==> src/rtl/rvfi_monitor.sv <==
// rvfi_monitor -- run-time checker for a single-retire RVFI trace.
//
// Watches the RISC-V Formal Interface retirement stream and flags protocol
// or architectural violations:
//   code 1 PC     : pc_rdata does not follow the previous pc_wdata (skipped on interrupts
//                   and on the first retirement after reset/clear)
//   code 2 X0     : write of a non-zero value to x0
//   code 3 RS1    : rs1 read value disagrees with the shadow register file
//   code 4 RS2    : rs2 read value disagrees with the shadow register file
//   code 5 ALIGN  : non-trapping retirement with odd next PC
// The lowest code wins when several fire together. The first violation halts
// the monitor (FAIL) until clear or reset.
//
// Optional feature: define RVFI_MONITOR_REGFILE_EN to build the 31-entry shadow
// register file and enable codes 3/4. Without it no shadow storage exists.
//
// Ports:
//   g_clk, g_resetn    clock, asynchronous active-low reset
//   clear              synchronous restart (drops any same-cycle retirement)
//   rvfi_*             retirement trace inputs
//   err_valid/err_code one-cycle violation pulse and its code
//   err_sticky         latched failure flag
//   retire_count       retirements accepted since reset/clear (frozen in FAIL)

module rvfi_monitor #(
    parameter int XLEN = 64,
    parameter int ILEN = 32,
    parameter int NRET = 1
) (
    input  logic            g_clk,
    input  logic            g_resetn,
    input  logic            clear,
    input  logic            rvfi_valid,
    input  logic [ILEN-1:0] rvfi_insn,
    input  logic            rvfi_trap,
    input  logic            rvfi_intr,
    input  logic [4:0]      rvfi_rs1_addr,
    input  logic [4:0]      rvfi_rs2_addr,
    input  logic [4:0]      rvfi_rd_addr,
    input  logic [XLEN-1:0] rvfi_rs1_rdata,
    input  logic [XLEN-1:0] rvfi_rs2_rdata,
    input  logic [XLEN-1:0] rvfi_rd_wdata,
    input  logic [XLEN-1:0] rvfi_pc_rdata,
    input  logic [XLEN-1:0] rvfi_pc_wdata,
    output logic            err_valid,
    output logic [2:0]      err_code,
    output logic            err_sticky,
    output logic [63:0]     retire_count
);

    generate
        if (NRET != 1) begin : g_nret_check
            $error("rvfi_monitor supports NRET == 1 only");
        end
    endgenerate

    typedef enum logic [1:0] {IDLE, RUN, FAIL} state_t;

    state_t          state;
    logic [XLEN-1:0] exp_pc;
    logic            active;
    logic            rs1_bad;
    logic            rs2_bad;
    logic [2:0]      code;

    // The instruction word itself is never checked.
    logic unused_insn;
    assign unused_insn = ^rvfi_insn;

    // A retirement is only considered when the monitor is live and not being
    // restarted this cycle.
    assign active = rvfi_valid && !clear && (state != FAIL);

`ifdef RVFI_MONITOR_REGFILE_EN
    logic [31:1]     sh_vld;
    logic [XLEN-1:0] sh_data [1:31];
    logic            sh_we;

    assign sh_we = active && !rvfi_trap && (rvfi_rd_addr != 5'd0);

    // Reads see the pre-write contents since the write lands at the edge.
    assign rs1_bad = (rvfi_rs1_addr != 5'd0) && sh_vld[rvfi_rs1_addr]
                     && (rvfi_rs1_rdata != sh_data[rvfi_rs1_addr]);
    assign rs2_bad = (rvfi_rs2_addr != 5'd0) && sh_vld[rvfi_rs2_addr]
                     && (rvfi_rs2_rdata != sh_data[rvfi_rs2_addr]);

    always_ff @(posedge g_clk or negedge g_resetn) begin
        if (!g_resetn)
            sh_vld <= '0;
        else if (clear)
            sh_vld <= '0;
        else if (sh_we)
            sh_vld[rvfi_rd_addr] <= 1'b1;
    end

    // Shadow data needs no reset: its valid bit gates every use.
    always_ff @(posedge g_clk) begin
        if (sh_we)
            sh_data[rvfi_rd_addr] <= rvfi_rd_wdata;
    end
`else
    logic unused_rs;
    assign unused_rs = ^{rvfi_rs1_addr, rvfi_rs2_addr, rvfi_rs1_rdata, rvfi_rs2_rdata};
    assign rs1_bad   = 1'b0;
    assign rs2_bad   = 1'b0;
`endif

    // Priority encode: lowest code wins.
    always_comb begin
        code = 3'd0;
        if (state == RUN && !rvfi_intr && rvfi_pc_rdata != exp_pc)
            code = 3'd1;
        else if (rvfi_rd_addr == 5'd0 && rvfi_rd_wdata != '0)
            code = 3'd2;
        else if (rs1_bad)
            code = 3'd3;
        else if (rs2_bad)
            code = 3'd4;
        else if (!rvfi_trap && rvfi_pc_wdata[0])
            code = 3'd5;
    end

    always_ff @(posedge g_clk or negedge g_resetn) begin
        if (!g_resetn) begin
            state        <= IDLE;
            exp_pc       <= '0;
            retire_count <= '0;
            err_valid    <= 1'b0;
            err_code     <= 3'd0;
            err_sticky   <= 1'b0;
        end else if (clear) begin
            state        <= IDLE;
            exp_pc       <= '0;
            retire_count <= '0;
            err_valid    <= 1'b0;
            err_code     <= 3'd0;
            err_sticky   <= 1'b0;
        end else begin
            err_valid <= 1'b0;
            err_code  <= 3'd0;
            if (active) begin
                retire_count <= retire_count + 64'd1;
                exp_pc       <= rvfi_pc_wdata;
                if (code != 3'd0) begin
                    err_valid  <= 1'b1;
                    err_code   <= code;
                    err_sticky <= 1'b1;
                    state      <= FAIL;
                end else begin
                    state <= RUN;
                end
            end
        end
    end

endmodule

==> config.mk <==
export PLATFORM = sky130hd
export DESIGN_NAME = rvfi_monitor
export DESIGN_NICKNAME = d
export VERILOG_FILES = /design/src/rtl/rvfi_monitor.sv
export SDC_FILE = /design/constraint.sdc
export NUM_CORES = 1
export LEC_CHECK = 0
export BUFFER_PORTS_ARGS = -buffer_cell sky130_fd_sc_hd__buf_4
export CAP_MARGIN = 0
export CORE_AREA = 5 5 168 170
export DETAILED_ROUTE_END_ITERATION = 7
export DIE_AREA = 0 0 173 175
export HOLD_SLACK_MARGIN = 0.08
export PLACE_DENSITY = 0.63
export SETUP_SLACK_MARGIN = 0.1
export SKIP_CTS_REPAIR_TIMING = 1
export SYNTH_ARGS = -nofsm -noshare
export SYNTH_HDL_FRONTEND = slang
export SYNTH_SLANG_ARGS = --single-unit
==> constraint.sdc <==
create_clock -name g_clk -period 2.15 [get_ports g_clk]
set_input_delay 0.5375 -clock g_clk [delete_from_list [all_inputs] [get_ports g_clk]]
set_output_delay 0.5375 -clock g_clk [all_outputs]
set_load 0.1 [all_outputs]
==> reports/qor.txt <==
met2 routed WL: 11800 um
Num Clock Sinks: 135
routed length on met1: 10500 um
top layer used by detailed routing: met5
critical path data arrival time: 2.34 ns
async set-reset flop share out of synthesis: 100%
RD Place Congestion: 0.866
final core utilization: 40.1%
Yosys Warn Count: 0
switching power: 1.86 mW
Worst Setup End Kind: flop
#FFs+latches synth: 135
IO Port Bufs: 271
number of flops mapped to enable cells by yosys: 0
power density cells: 619 mW/mm^2
average size of a mapped cell: 9.08 um^2
post-synth net total: 1144
Crit Path Category: reg2reg
num rows: 60
Crit Path Max Fanout: 5
vias in the first global route: 7150
Final HPWL DP: 18700 um
Cell variety after synth: 43
DRT antenna net count: 0
share of layout cells above drive strength 1: 40.8%
Total Nets Final: 1448
Worst Path Required: 2.49 ns
later-pin clock latency in the skew report: 0.42 ns
clock group share of total power: 45.9%
Comb pwr share: 13.3%
slew margin rel.: 65.8%
drt wl/cell: 17.2 um
total CTS buffers: 17
outcome: finished clean
mapped cell area: 0.00699 mm^2
Area growth syn-to-layout: 52.4%
vias per inst: 4.73
pre-CTS WS: -0.337 ns
Pint: 4.73 mW
first-pass GRT wire length: 38600 um
post-layout min period: 2.00 ns
clk root buf: clkbuf_16
Pre-antenna DRT Iters: 4
vias: 6757
Worst Slack Setup Final: 0.151 ns
Top FF cell, synth: dfrtp_1
Max VDD drop: 0.395 mV
drc violations: 0
all-layer global routing usage: 16.0%
GR Overflow Total: 0
Initial Util: 26.3%
max frequency: 500 MHz
Sw Ratio: 28.2%
initial antenna violation count: 2
area of the die: 0.0303 mm^2
Final setup viols: 0
max_cap viols: 0
CP Launch Type: flop
Syn Inst Count: 770
Final Hold Viols: 0
core area: 0.0266 mm^2
die width: 173 um
Slew @ Worst Pin: 0.512 ns
maximum root-to-sink buffer count: 2
routed length on met3: 1820 um
register area share after synthesis: 48.3%
WL final: 24600 um
Leak: 4.63 nW
largest net degree at the start of global routing: 88
fin. max-slew vios: 0
die height: 175 um
Hold/Removal Path Class: in2reg
clk slew on worst S/H paths: 0.08 ns
most common cell after layout, fill and taps aside: buf_4
# IOs: 442
clock skew: 0.0167 ns
initial DRC count: 400
Min Hold Slack: 0.345 ns
H-tree Lvls: 4
RSZ-0062 raised after global routing: true
CTS tree: built
most frequent cells in the layout: 314 x buf_4, 154 x nand2_1, 88 x xnor2_1
Sequential Power Share: 40.7%
Final period util: 93.0%
## cell usage after synthesis, types with 17 or more instances
library cell / count / area (um^2)
a21oi_1: 75 / 375
clkbuf_1: 26 / 97.6
dfrtp_1: 135 / 3380
nand2_1: 155 / 582
nand3_1: 25 / 125
nand4_1: 44 / 275
nor2_1: 62 / 233
nor3_1: 17 / 85.1
nor4_1: 25 / 156
xnor2_1: 88 / 771
xor2_1: 30 / 263
## metrics by stage
step                      power, mW  cells  TNS, ns  instance area [um^2]
final                          6.59   1430        0                 10700
after global routing           6.90   1429        0                 10700
after CTS                      6.70   1415   -0.219                 10500
after detailed placement       3.63   1383    -2.08                  9870
after global placement         3.62   1383    -2.06                  9870
after floorplan                3.12    770   -0.358                  7250
## final cells by class
| type | count | area, um^2 |
|---|---|---|
| Antenna cell | 2 | 5.00 |
| Sequential cell | 135 | 3540 |
| Multi-Input combinational cell | 592 | 3580 |
| Timing Repair Buffer | 321 | 2470 |
| Tap cell | 341 | 427 |
| Clock inverter | 15 | 179 |
| Inverter | 7 | 26.3 |
| Fill cell | 2659 | 15900 |
| Clock buffer | 17 | 425 |
## path summary, 6_finish.rpt
| path | cells after the start | slack [ns] | end | start |
|---|---|---|---|---|
| worst max-delay path | 7 | 0.15 | retire_count[57] | retire_count[19] |
| worst min-delay path | 3 | 0.35 | exp_pc[39] | rvfi_pc_wdata[39] |
| worst max register to register | 7 | 0.15 | retire_count[57] | retire_count[19] |
| worst min register to register | 2 | 0.52 | state[1] | state[1] |
| max in group asynchronous | 3 | 0.92 | exp_pc[4] | g_resetn |
| min in group asynchronous | 2 | 0.60 | retire_count[31] | g_resetn |
## critical path: stages, from the launching register on
cell	delay [ns]
dfrtp_4	0.44
and4_4	0.23
nand4_1	0.20
nor4_4	0.38
buf_12	0.16
nand3_4	0.07
or3_1	0.31
a21oi_1	0.13
## power groups by stage
stage / Clock (mW) / Combinational, mW / Sequential (mW)
floorplan: 0 / 0.328 / 2.79
global placement: 0 / 0.885 / 2.74
detailed placement: 0 / 0.892 / 2.74
CTS: 3.11 / 0.894 / 2.69
global route: 3.23 / 0.973 / 2.70
finish: 3.03 / 0.879 / 2.69
## registers in the layout, indices dropped and copies added, names as in the netlist
register / flops
retire_count: 64
err_sticky: 1
state: 2
err_code: 3
err_valid: 1
exp_pc: 64
## layer usage
| metal | track usage, % | up-vias |
|---|---|---|
| met5 | 0 | - |
| met4 | 4.89 | 2 |
| met3 | 5.39 | 28 |
| met2 | 26.5 | 244 |
| met1 | 19.9 | 3227 |
| li1 | - | 3256 |
## logic make-up (layout without fill, tap and decap cells)
logic type / after synthesis / in the layout / share of synthesized area, %
simple gates: 383 / 383 / 27.5
flops: 135 / 135 / 48.3
xor+xnor: 118 / 118 / 14.8
compound gates: 90 / 90 / 6.62
buf+inv: 43 / 360 / 2.61
fa+ha+maj: 1 / 1 / 0.179
other cells: 0 / 2 / 0
Power figures use the tool's default switching activity.
